`src/rtl/uart_echo_pkg.sv`:
```
// Shared types and ASCII constants for the UART echo engine.
package uart_echo_pkg;

  typedef enum logic [1:0] {
    MODE_ECHO  = 2'b00,
    MODE_UPPER = 2'b01,
    MODE_LINE  = 2'b10,
    MODE_MUTE  = 2'b11
  } mode_e;

  localparam logic [7:0] ASCII_a        = 8'h61;
  localparam logic [7:0] ASCII_z        = 8'h7A;
  localparam logic [7:0] ASCII_CASE_OFS = 8'h20;
  localparam logic [7:0] ASCII_CR       = 8'h0D;

endpackage

```
`src/rtl/uart_echo_fifo.sv`:
```
// Synchronous FIFO with extra-MSB pointers; a push while full is taken only
// alongside a pop. The head word is presented combinationally on rdata_o.
module uart_echo_fifo #(
  parameter int DATA_W = 8,
  parameter int DEPTH  = 16,
  localparam int AW    = $clog2(DEPTH)
) (
  input  logic              clk,
  input  logic              n_rst,
  input  logic              push_i,
  input  logic [DATA_W-1:0] wdata_i,
  input  logic              pop_i,
  output logic [DATA_W-1:0] rdata_o,
  output logic              full_o,
  output logic              empty_o,
  output logic [AW:0]       level_o
);

  logic [DATA_W-1:0] mem_q [DEPTH];
  logic [AW:0]       wr_ptr_q, wr_ptr_d;
  logic [AW:0]       rd_ptr_q, rd_ptr_d;
  logic              do_push, do_pop;

  assign full_o  = (wr_ptr_q[AW] != rd_ptr_q[AW]) && (wr_ptr_q[AW-1:0] == rd_ptr_q[AW-1:0]);
  assign empty_o = (wr_ptr_q == rd_ptr_q);
  assign level_o = wr_ptr_q - rd_ptr_q;
  assign rdata_o = mem_q[rd_ptr_q[AW-1:0]];

  assign do_pop  = pop_i && !empty_o;
  assign do_push = push_i && (!full_o || do_pop);

  always_comb begin
    wr_ptr_d = wr_ptr_q;
    rd_ptr_d = rd_ptr_q;
    if (do_push) wr_ptr_d = wr_ptr_q + (AW+1)'(1);
    if (do_pop)  rd_ptr_d = rd_ptr_q + (AW+1)'(1);
  end

  always_ff @(posedge clk or negedge n_rst) begin
    if (!n_rst) begin
      wr_ptr_q <= '0;
      rd_ptr_q <= '0;
    end else begin
      wr_ptr_q <= wr_ptr_d;
      rd_ptr_q <= rd_ptr_d;
    end
  end

  // Storage needs no reset: it is only observable through a non-empty pointer pair.
  always_ff @(posedge clk) begin
    if (do_push) mem_q[wr_ptr_q[AW-1:0]] <= wdata_i;
  end

endmodule

```
`src/rtl/uart_echo_engine.sv`:
```
// Echo controller between UART core RX and TX: capture/ack, optional case
// transform, buffered FIFO, line-mode holding, paced TX pushes, drop counting.
module uart_echo_engine
  import uart_echo_pkg::*;
#(
  parameter int          DATA_W    = 8,
  parameter int          DEPTH     = 16,
  parameter int          CNT_W     = 16,
  parameter int unsigned LINE_TERM = 32'h0D,
  localparam int         LVL_W     = $clog2(DEPTH) + 1
) (
  input  logic              clk,
  input  logic              n_rst,
  input  logic [1:0]        mode,
  input  logic [DATA_W-1:0] rx_data,
  input  logic              rx_valid,
  output logic              rx_ack,
  output logic [DATA_W-1:0] tx_data,
  output logic              tx_push,
  input  logic              tx_full,
  output logic [LVL_W-1:0]  fifo_level,
  output logic [CNT_W-1:0]  drop_cnt
);

  localparam logic [DATA_W-1:0] TERM_WORD = DATA_W'(LINE_TERM);

  mode_e             mode_s;
  logic              rx_ack_q;
  logic [DATA_W-1:0] cap_q, upper_word, wr_word, head;
  logic              wr_req, wr_accept, drop, pop, drain;
  logic              push_prev_q;
  logic [DATA_W-1:0] tx_data_q;
  logic [LVL_W-1:0]  term_cnt_q, term_cnt_d;
  logic [CNT_W-1:0]  drop_cnt_q, drop_cnt_d;
  logic              fifo_full, fifo_empty;
  logic              wr_is_term, pop_is_term;

  assign mode_s = mode_e'(mode);

  generate
    if (DATA_W == 8) begin : g_case
      assign upper_word = (cap_q >= ASCII_a && cap_q <= ASCII_z) ? cap_q - ASCII_CASE_OFS : cap_q;
    end else begin : g_nocase
      assign upper_word = cap_q;
    end
  endgenerate

  assign wr_word   = (mode_s == MODE_UPPER) ? upper_word : cap_q;
  assign wr_req    = rx_ack_q && (mode_s != MODE_MUTE);
  assign pop       = !fifo_empty && !tx_full && !push_prev_q && drain;
  assign wr_accept = wr_req && (!fifo_full || pop);
  assign drop      = wr_req && fifo_full && !pop;

  always_comb begin
    drain = 1'b1;
    if (mode_s == MODE_LINE) drain = (term_cnt_q != '0) || fifo_full;
  end

  // term_cnt mirrors the number of terminators currently held in the FIFO.
  assign wr_is_term  = wr_accept && (wr_word == TERM_WORD);
  assign pop_is_term = pop && (head == TERM_WORD);

  always_comb begin
    term_cnt_d = term_cnt_q;
    if (wr_is_term && !pop_is_term)      term_cnt_d = term_cnt_q + LVL_W'(1);
    else if (pop_is_term && !wr_is_term) term_cnt_d = term_cnt_q - LVL_W'(1);
  end

  always_comb begin
    drop_cnt_d = drop_cnt_q;
    if (drop && (drop_cnt_q != '1)) drop_cnt_d = drop_cnt_q + CNT_W'(1);
  end

  always_ff @(posedge clk or negedge n_rst) begin
    if (!n_rst) begin
      rx_ack_q    <= 1'b0;
      cap_q       <= '0;
      push_prev_q <= 1'b0;
      tx_data_q   <= '0;
      term_cnt_q  <= '0;
      drop_cnt_q  <= '0;
    end else begin
      rx_ack_q    <= rx_valid && !rx_ack_q;
      if (rx_valid && !rx_ack_q) cap_q <= rx_data;
      push_prev_q <= pop;
      if (pop) tx_data_q <= head;
      term_cnt_q  <= term_cnt_d;
      drop_cnt_q  <= drop_cnt_d;
    end
  end

  uart_echo_fifo #(
    .DATA_W (DATA_W),
    .DEPTH  (DEPTH)
  ) u_fifo (
    .clk     (clk),
    .n_rst   (n_rst),
    .push_i  (wr_accept),
    .wdata_i (wr_word),
    .pop_i   (pop),
    .rdata_o (head),
    .full_o  (fifo_full),
    .empty_o (fifo_empty),
    .level_o (fifo_level)
  );

  // The popped word goes out in the same cycle; tx_data otherwise holds the last push.
  assign rx_ack   = rx_ack_q;
  assign tx_push  = pop;
  assign tx_data  = pop ? head : tx_data_q;
  assign drop_cnt = drop_cnt_q;

endmodule

```
`config.mk`:
```
export PLATFORM = sky130hd
export DESIGN_NAME = uart_echo_engine
export DESIGN_NICKNAME = d
export VERILOG_FILES = /design/src/rtl/uart_echo_pkg.sv /design/src/rtl/uart_echo_fifo.sv /design/src/rtl/uart_echo_engine.sv
export SDC_FILE = /design/constraint.sdc
export NUM_CORES = 1
export LEC_CHECK = 0
export BUFFER_PORTS_ARGS = -buffer_cell sky130_fd_sc_hd__buf_2
export CORE_UTILIZATION = 40
export DETAILED_ROUTE_END_ITERATION = 10
export PLACE_DENSITY_LB_ADDON = 0.08
export SLEW_MARGIN = 0
export SYNTH_ARGS = -nofsm -noshare
export SYNTH_HDL_FRONTEND = slang
export SYNTH_HIERARCHICAL = 1
export SYNTH_SLANG_ARGS = --single-unit
```
`constraint.sdc`:
```
create_clock -name clk -period 7.7 [get_ports clk]
set_clock_uncertainty 0.15 [all_clocks]
set_input_delay 0.385 -clock clk [delete_from_list [all_inputs] [get_ports clk]]
set_output_delay 0.385 -clock clk [all_outputs]
set_load 0.05 [all_outputs]
```
==> run_summary.xml, run 1 <==
<?xml version="1.0" encoding="UTF-8"?>
<metrics>
  <group name="outcome">
    <metric name="run_status" unit="">complete, no violations</metric>
  </group>
  <group name="yosys">
    <metric name="netlist.top_cell.by_area" unit="">edfxtp_1</metric>
    <metric name="dominantRegCellSynth" unit="">edfxtp_1</metric>
    <metric name="synthCells" unit="">458</metric>
    <metric name="yosys.area_share.adder" unit="">0.02980</metric>
    <metric name="synth_sequential_area_ratio" unit="">0.6635</metric>
    <metric name="number_of_different_library_cells_in_the_post_synthesis_netlist" unit="">49</metric>
    <metric name="synth_area" unit="um2">7641</metric>
    <metric name="ys_ff_latch" unit="">177</metric>
    <metric name="synth_edf_count" unit="">128</metric>
    <metric name="synth_area_leaders" unit="">edfxtp_1, dfrtp_1, mux4_1</metric>
    <metric name="synthArstFlopShare" unit="">0.2768</metric>
    <metric name="main_combinational_cell_family_by_area_after_synthesis" unit="">multiplexers</metric>
    <metric name="synthXorXnorAreaFrac" unit="">0.03537</metric>
    <metric name="synth-compound-area-share" unit="">0.04470</metric>
    <metric name="synth_simple_gate_area_share" unit="">0.06763</metric>
    <metric name="yosys-mux-area-fraction" unit="">0.1361</metric>
    <metric name="ys.warnings.count" unit="">6</metric>
    <metric name="postSynthAreaPerCell" unit="um2">16.68</metric>
    <metric name="mappedNetlistNets" unit="">489</metric>
    <metric name="synth_top_area_share" unit="">0.5030</metric>
  </group>
  <group name="setup_path">
    <metric name="cp.buffers_inverters" unit="">2</metric>
    <metric name="worst_path_max_delay_cell" unit="">dfrtp_1</metric>
    <metric name="path_max_fanout" unit="">20</metric>
    <metric name="cp.arrival" unit="ps">4890</metric>
    <metric name="cp-end-kind" unit="">flip-flop</metric>
    <metric name="worst_ep_required_time" unit="ps">7860</metric>
    <metric name="timing.setup.critical_path_class" unit="">flip-flop to flip-flop</metric>
    <metric name="cpPeakStageDelay" unit="ps">970</metric>
    <metric name="setup.worst_path.start_class" unit="">flip-flop</metric>
    <metric name="cp_cell_sequence" unit="">inv_1 &gt; ha_1 &gt; and4_1 &gt; and2_1 &gt; o31ai_1 &gt; nor2b_1 &gt; nor3b_1 &gt; ha_1 &gt; inv_1 &gt; fa_1 &gt; a21o_1 &gt; a21oi_1 &gt; xnor2_1 &gt; nor2_1 &gt; xor2_1</metric>
    <metric name="cp_top_family" unit="">adder cells</metric>
  </group>
  <group name="clock_network">
    <metric name="clk_latency" unit="ps">430</metric>
    <metric name="cts_sinks" unit="">177</metric>
    <metric name="cts_post_setup_buffers_inserted" unit="">0</metric>
    <metric name="post_cts_resize_count" unit="">0</metric>
    <metric name="maximum_count_of_clock_buffers_along_a_single_path" unit="">2</metric>
    <metric name="h-tree-depth" unit="">4</metric>
    <metric name="cts_tree" unit="">yes</metric>
    <metric name="clkSlewWorstSetupHoldPaths" unit="ps">60</metric>
    <metric name="ctsHoldBuffers" unit="">1</metric>
    <metric name="cts_root_buf" unit="">clkbuf_16</metric>
    <metric name="tritoncts.num_buffers" unit="">17</metric>
  </group>
  <group name="power_and_ir_drop">
    <metric name="power_per_cell_area" unit="nW/um2">393.3</metric>
    <metric name="max-vdd-ir-drop" unit="V">0.0002156</metric>
    <metric name="power_leakage" unit="nW">3.343</metric>
  </group>
  <group name="floorplan">
    <metric name="placement_rows" unit="">50</metric>
    <metric name="io-pin-count" unit="">45</metric>
    <metric name="die-width" unit="um">140.2</metric>
    <metric name="effective_utilization_at_floorplan" unit="">0.4085</metric>
    <metric name="fp.dieArea" unit="um2">19660</metric>
    <metric name="total_core_area" unit="um2">18710</metric>
    <metric name="die_y" unit="um">140.2</metric>
  </group>
  <group name="layout">
    <metric name="num-nets-final" unit="">540</metric>
    <metric name="layout.cells.non_filler" unit="">757</metric>
    <metric name="drive_above_1_share" unit="">0.1992</metric>
    <metric name="leading_cell_types_in_the_layout_fill_and_taps_excluded" unit="">edfxtp_1, dfrtp_1, buf_2</metric>
    <metric name="area.growth.synth_to_final" unit="%">13.56</metric>
    <metric name="layout.cells.most_common" unit="">edfxtp_1</metric>
    <metric name="num-fill-cells" unit="">1608</metric>
  </group>
  <group name="grt">
    <metric name="grt_pass1_vias" unit="">4250</metric>
    <metric name="wire_length_of_the_first_global_routing_pass" unit="mm">24.96</metric>
    <metric name="grt_start_max_net_pins" unit="">50</metric>
    <metric name="grt_util_all_layers" unit="">0.1767</metric>
    <metric name="grt_overflow_total" unit="">0</metric>
    <metric name="grt_antenna_before_repair" unit="">0</metric>
  </group>
  <group name="detailed_routing">
    <metric name="drc" unit="">0</metric>
    <metric name="dr.pass1.iters" unit="">6</metric>
    <metric name="wl" unit="mm">16.00</metric>
    <metric name="post_drt_wl_per_cell" unit="um">21.14</metric>
    <metric name="drt.antenna.violating_nets" unit="">0</metric>
    <metric name="drt-vias-per-instance" unit="">5.380</metric>
    <metric name="routed-via-count" unit="">4073</metric>
    <metric name="first_iter_violations" unit="">238</metric>
  </group>
  <group name="sta">
    <metric name="report.final.slew_viol_count" unit="">0</metric>
    <metric name="fin_tns_setup" unit="ps">0</metric>
    <metric name="maxSlewHeadroom" unit="">0.2547</metric>
    <metric name="fin_worst_hold_slack" unit="ps">33.36</metric>
    <metric name="report.final.setup_viol" unit="">0</metric>
    <metric name="hold_viol" unit="">0</metric>
    <metric name="final.min_clock_period" unit="ps">4726</metric>
    <metric name="tightest_slew" unit="ps">1114</metric>
    <metric name="grt_setup_unrepaired" unit="">false</metric>
    <metric name="fmaxAchievable" unit="GHz">0.2116</metric>
    <metric name="final_min_period_over_clock_period" unit="">0.6138</metric>
    <metric name="layout_setup_ws" unit="ps">2974</metric>
  </group>
  <group name="placed_design">
    <metric name="preCtsSetupSlack" unit="ps">2989</metric>
    <metric name="dpl.cell_count" unit="">723</metric>
    <metric name="hpwlAfterDp" unit="mm">10.60</metric>
    <metric name="globalplace.congestion" unit="">0.7654</metric>
    <metric name="io_buffers" unit="">44</metric>
  </group>
  <group name="job">
    <metric name="timing.max_cap.violations" unit="">0</metric>
  </group>
  <group name="worst_hold_path">
    <metric name="hold_class" unit="">input pin to flip-flop</metric>
  </group>
</metrics>
==> through the flow <==
step | cell area, um2 | power, mW | utilization
after floorplan | 7641 | 2.256 | -
after global placement | 8055 | 2.557 | 0.4306
after detailed placement | 8055 | 2.560 | 0.4306
after CTS | 8675 | 3.457 | 0.4637
after global routing | 8675 | 3.579 | 0.4637
final | 8677 | 3.413 | 0.4639
==> sequential cells by signal, summed over array words and instances (netlist names) <==
register	cells
drop_cnt	16
tx_data_q	8
cap_q	8
term_cnt_q	5
push_prev_q	1
rx_ack	1
u_fifo/wr_ptr_q	5
u_fifo/rd_ptr_q	5
u_fifo/mem_q	128
==> where the power goes <==
group,switching [mW],total [mW],internal [mW]
Sequential,0.160,1.31,1.15
Combinational,0.771,1.21,0.435
Clock,0.373,0.892,0.519
Total,1.30,3.41,2.11
==> worst register-to-register path: stages, from the launching register on <==
cell and delay, ps:
dfrtp_1 970, inv_1 220, ha_1 370, and4_1 220
and2_1 190, o31ai_1 580, nor2b_1 250, nor3b_1 220
ha_1 210, inv_1 110, fa_1 420, a21o_1 200
a21oi_1 170, xnor2_1 130, nor2_1 60, xor2_1 140
==> cell families after synthesis <==
logic type | after synthesis
mux | 64
fa+ha+maj | 17
buf+inv | 29
simple gates | 91
xor+xnor | 30
compound gates | 50
flops | 177
==> worst paths after layout <==
check / from / end / slack [ps] / depth (start not counted)
hold reg to reg: term_cnt_q[4] / term_cnt_q[4] / 320 / 1
setup / recovery: u_fifo/rd_ptr_q[1] / term_cnt_q[4] / 2970 / 15
hold / removal: rx_data[5] / cap_q[5] / 30 / 3
max in group asynchronous: n_rst / u_fifo/rd_ptr_q[0] / 6480 / 3
setup reg to reg: u_fifo/rd_ptr_q[1] / term_cnt_q[4] / 2970 / 15
min in group asynchronous: n_rst / tx_data_q[7] / 430 / 3
==> cell usage after synthesis (all sizes together), types with 2 or more instances <==
cell / number
ha: 15
mux2i: 24
nand4: 9
a21o: 5
mux4: 24
nor4: 5
xnor2: 18
edfxtp: 128
dfrtp: 49
nor2b: 5
and4: 3
buf: 14
mux2: 16
nor2: 13
and3: 17
nand3: 9
xor2: 12
a21oi: 6
fa: 2
inv: 12
and2: 4
nand2: 16
a221oi: 8
o21ai: 24
nor3: 3
clkbuf: 3
nor4b: 2
==> layer usage <==
layer	part of all wire	wire, um	global-route usage
met1	0.45	7156	0.2235
met2	0.51	8136	0.2989
met3	0.026	414	0.03248
met4	0.018	296	0.07461
met5	0	0	0
==> area by class of cell <==
class	instances	area [um2]	share of cell area
Timing Repair Buffer	49	260.3	0.02999
Antenna cell	1	2.502	0.0002884
Clock inverter	13	176.4	0.02033
Clock buffer	19	432.9	0.04989
Tap cell	234	292.8	0.03374
Sequential cell	177	5071	0.5844
Inverter	12	45.04	0.005191
Multi-Input combinational cell	252	2396	0.2761
Power figures use the tool's default switching activity.
==> inputs of run 2 (changes only) <==
==> constraint.sdc (replaced) <==
create_clock -name clk -period 4 [get_ports clk]
set_clock_uncertainty 0.15 [all_clocks]
set_input_delay 0.2 -clock clk [delete_from_list [all_inputs] [get_ports clk]]
set_output_delay 0.2 -clock clk [all_outputs]
set_load 0.05 [all_outputs]
==> run_summary.xml, run 2 (synthesis results as in run 1) <==
<?xml version="1.0" encoding="UTF-8"?>
<metrics>
  <group name="sta">
    <metric name="report.final.setup_viol" unit="">0</metric>
    <metric name="fin_worst_hold_slack" unit="ps">48.02</metric>
    <metric name="fmaxAchievable" unit="GHz">0.2662</metric>
    <metric name="hold_viol" unit="">0</metric>
    <metric name="layout_setup_ws" unit="ps">243.2</metric>
    <metric name="fin_tns_setup" unit="ps">0</metric>
    <metric name="final.min_clock_period" unit="ps">3757</metric>
    <metric name="grt_setup_unrepaired" unit="">false</metric>
    <metric name="maxSlewHeadroom" unit="">0.2524</metric>
    <metric name="tightest_slew" unit="ps">1117</metric>
    <metric name="final_min_period_over_clock_period" unit="">0.9392</metric>
    <metric name="report.final.slew_viol_count" unit="">0</metric>
  </group>
  <group name="setup_path">
    <metric name="cp.arrival" unit="ps">3920</metric>
    <metric name="worst_ep_required_time" unit="ps">4160</metric>
    <metric name="timing.setup.critical_path_class" unit="">flip-flop to flip-flop</metric>
    <metric name="cp-end-kind" unit="">flip-flop</metric>
    <metric name="regToRegSetupSlack" unit="ps">240</metric>
    <metric name="path_max_fanout" unit="">9</metric>
    <metric name="setup.worst_path.start_class" unit="">flip-flop</metric>
  </group>
  <group name="detailed_routing">
    <metric name="dr.pass1.iters" unit="">4</metric>
    <metric name="first_iter_violations" unit="">259</metric>
    <metric name="drt-vias-per-instance" unit="">5.355</metric>
    <metric name="routed.top_layer" unit="">met4</metric>
    <metric name="routed-via-count" unit="">4214</metric>
    <metric name="wl" unit="mm">16.96</metric>
    <metric name="drc" unit="">0</metric>
    <metric name="post_drt_wl_per_cell" unit="um">21.55</metric>
    <metric name="wl_met3" unit="um">438</metric>
    <metric name="met1_length" unit="mm">7.529</metric>
    <metric name="met2RoutedLength" unit="mm">8.831</metric>
    <metric name="drt.antenna.violating_nets" unit="">0</metric>
  </group>
  <group name="layout">
    <metric name="layout.cells.most_common" unit="">edfxtp_1</metric>
    <metric name="postLayoutCellArea" unit="um2">8945</metric>
    <metric name="leading_cell_types_in_the_layout_fill_and_taps_excluded" unit="">edfxtp_1, dfrtp_1, buf_2</metric>
    <metric name="layout.cells.non_filler" unit="">787</metric>
    <metric name="finish.utilization" unit="">0.4782</metric>
    <metric name="drive_above_1_share" unit="">0.2495</metric>
    <metric name="num-nets-final" unit="">571</metric>
    <metric name="seq_area" unit="um2">5071</metric>
    <metric name="num-fill-cells" unit="">1571</metric>
    <metric name="number_of_flip_flops_under_the_largest_register_name" unit="">128</metric>
    <metric name="antenna-diode-count" unit="">0</metric>
    <metric name="area.growth.synth_to_final" unit="%">17.06</metric>
    <metric name="multi_input_comb_area" unit="um2">2437</metric>
  </group>
  <group name="clock_network">
    <metric name="clk_latency" unit="ps">430</metric>
    <metric name="clkSlewWorstSetupHoldPaths" unit="ps">70</metric>
    <metric name="maximum_count_of_clock_buffers_along_a_single_path" unit="">2</metric>
    <metric name="h-tree-depth" unit="">4</metric>
    <metric name="tritoncts.num_buffers" unit="">17</metric>
    <metric name="cts_sinks" unit="">177</metric>
    <metric name="cts_root_buf" unit="">clkbuf_16</metric>
    <metric name="cts_tree" unit="">yes</metric>
  </group>
  <group name="floorplan">
    <metric name="io-pin-count" unit="">45</metric>
    <metric name="placement_rows" unit="">50</metric>
    <metric name="die_y" unit="um">140.2</metric>
    <metric name="total_core_area" unit="um2">18710</metric>
    <metric name="fp.dieArea" unit="um2">19660</metric>
    <metric name="die-width" unit="um">140.2</metric>
    <metric name="effective_utilization_at_floorplan" unit="">0.4085</metric>
  </group>
  <group name="power_and_ir_drop">
    <metric name="power_leakage" unit="nW">3.464</metric>
    <metric name="max-vdd-ir-drop" unit="V">0.0003833</metric>
    <metric name="power_per_cell_area" unit="nW/um2">749.0</metric>
    <metric name="power" unit="mW">6.700</metric>
  </group>
  <group name="placed_design">
    <metric name="io_buffers" unit="">44</metric>
    <metric name="placed_cell_area" unit="um2">8279</metric>
    <metric name="preCtsSetupSlack" unit="ps">179.8</metric>
    <metric name="hpwlAfterDp" unit="mm">11.69</metric>
    <metric name="globalplace.congestion" unit="">0.7962</metric>
    <metric name="dpl.cell_count" unit="">745</metric>
  </group>
  <group name="grt">
    <metric name="grt_pass1_vias" unit="">4322</metric>
    <metric name="wire_length_of_the_first_global_routing_pass" unit="mm">26.19</metric>
    <metric name="grt_overflow_total" unit="">0</metric>
    <metric name="grt_antenna_before_repair" unit="">0</metric>
    <metric name="grt_util_all_layers" unit="">0.1861</metric>
    <metric name="grt_start_max_net_pins" unit="">50</metric>
  </group>
  <group name="job">
    <metric name="timing.max_cap.violations" unit="">0</metric>
  </group>
  <group name="worst_hold_path">
    <metric name="hold_class" unit="">input pin to flip-flop</metric>
  </group>
  <group name="outcome">
    <metric name="run_status" unit="">complete, no violations</metric>
  </group>
</metrics>
## run 2: changes by cell type in the layout (fill, tap and decap cells not counted), moves of 3 or more
cell,change
clkinvlp_4,+3
buf_4,+21
inv_1,-4
dlygate4sd3_1,+8
inv_2,+3
ha_1,-3
## run 2: final timing paths
check                                        start  depth (start not counted)                  to
worst max-delay path            u_fifo/rd_ptr_q[0]                         14       term_cnt_q[4]
min in group asynchronous                    n_rst                          3  u_fifo/rd_ptr_q[1]
worst min-delay path                       tx_full                          3         push_prev_q
worst max register to register  u_fifo/rd_ptr_q[0]                         14       term_cnt_q[4]
max in group asynchronous                    n_rst                          3  u_fifo/rd_ptr_q[0]
worst min register to register       term_cnt_q[4]                          1       term_cnt_q[4]
## run 2: per-layer routing
metal,vias to the layer above,global-route usage
met5,-,0
met4,0,0.05205
met3,13,0.03795
met2,62,0.3263
met1,2183,0.2335
li1,1956,-
## run 2: final cells by class
cell class / instances / area share
Sequential cell: 177 / 0.5669
Clock buffer: 20 / 0.04994
Timing Repair Buffer: 80 / 0.06015
Clock inverter: 12 / 0.01231
Multi-Input combinational cell: 252 / 0.2725
Tap cell: 234 / 0.03273
Inverter: 12 / 0.005455
## run 2: power by group
group	internal [mW]	switching, mW
Clock	0.875	0.703
Combinational	1.03	1.71
Sequential	2.22	0.163
## run 2: critical path, cell delays in order, from the launching register on
cell,delay [ps]
dfrtp_2,480
buf_4,250
mux4_1,590
o21ai_1,220
o21ai_0,250
and4b_1,260
nand3_1,90
ha_2,210
inv_2,70
fa_1,410
a21o_1,210
a21oi_2,150
xnor2_1,120
nor2_1,60
xor2_1,140
## run 2: what timing repair did
item	CTS	global route
resized for setup	0	3
hold endpoints to repair	57	0
hold buffers	9	0
setup endpoints to repair	0	1
setup buffers	0	1
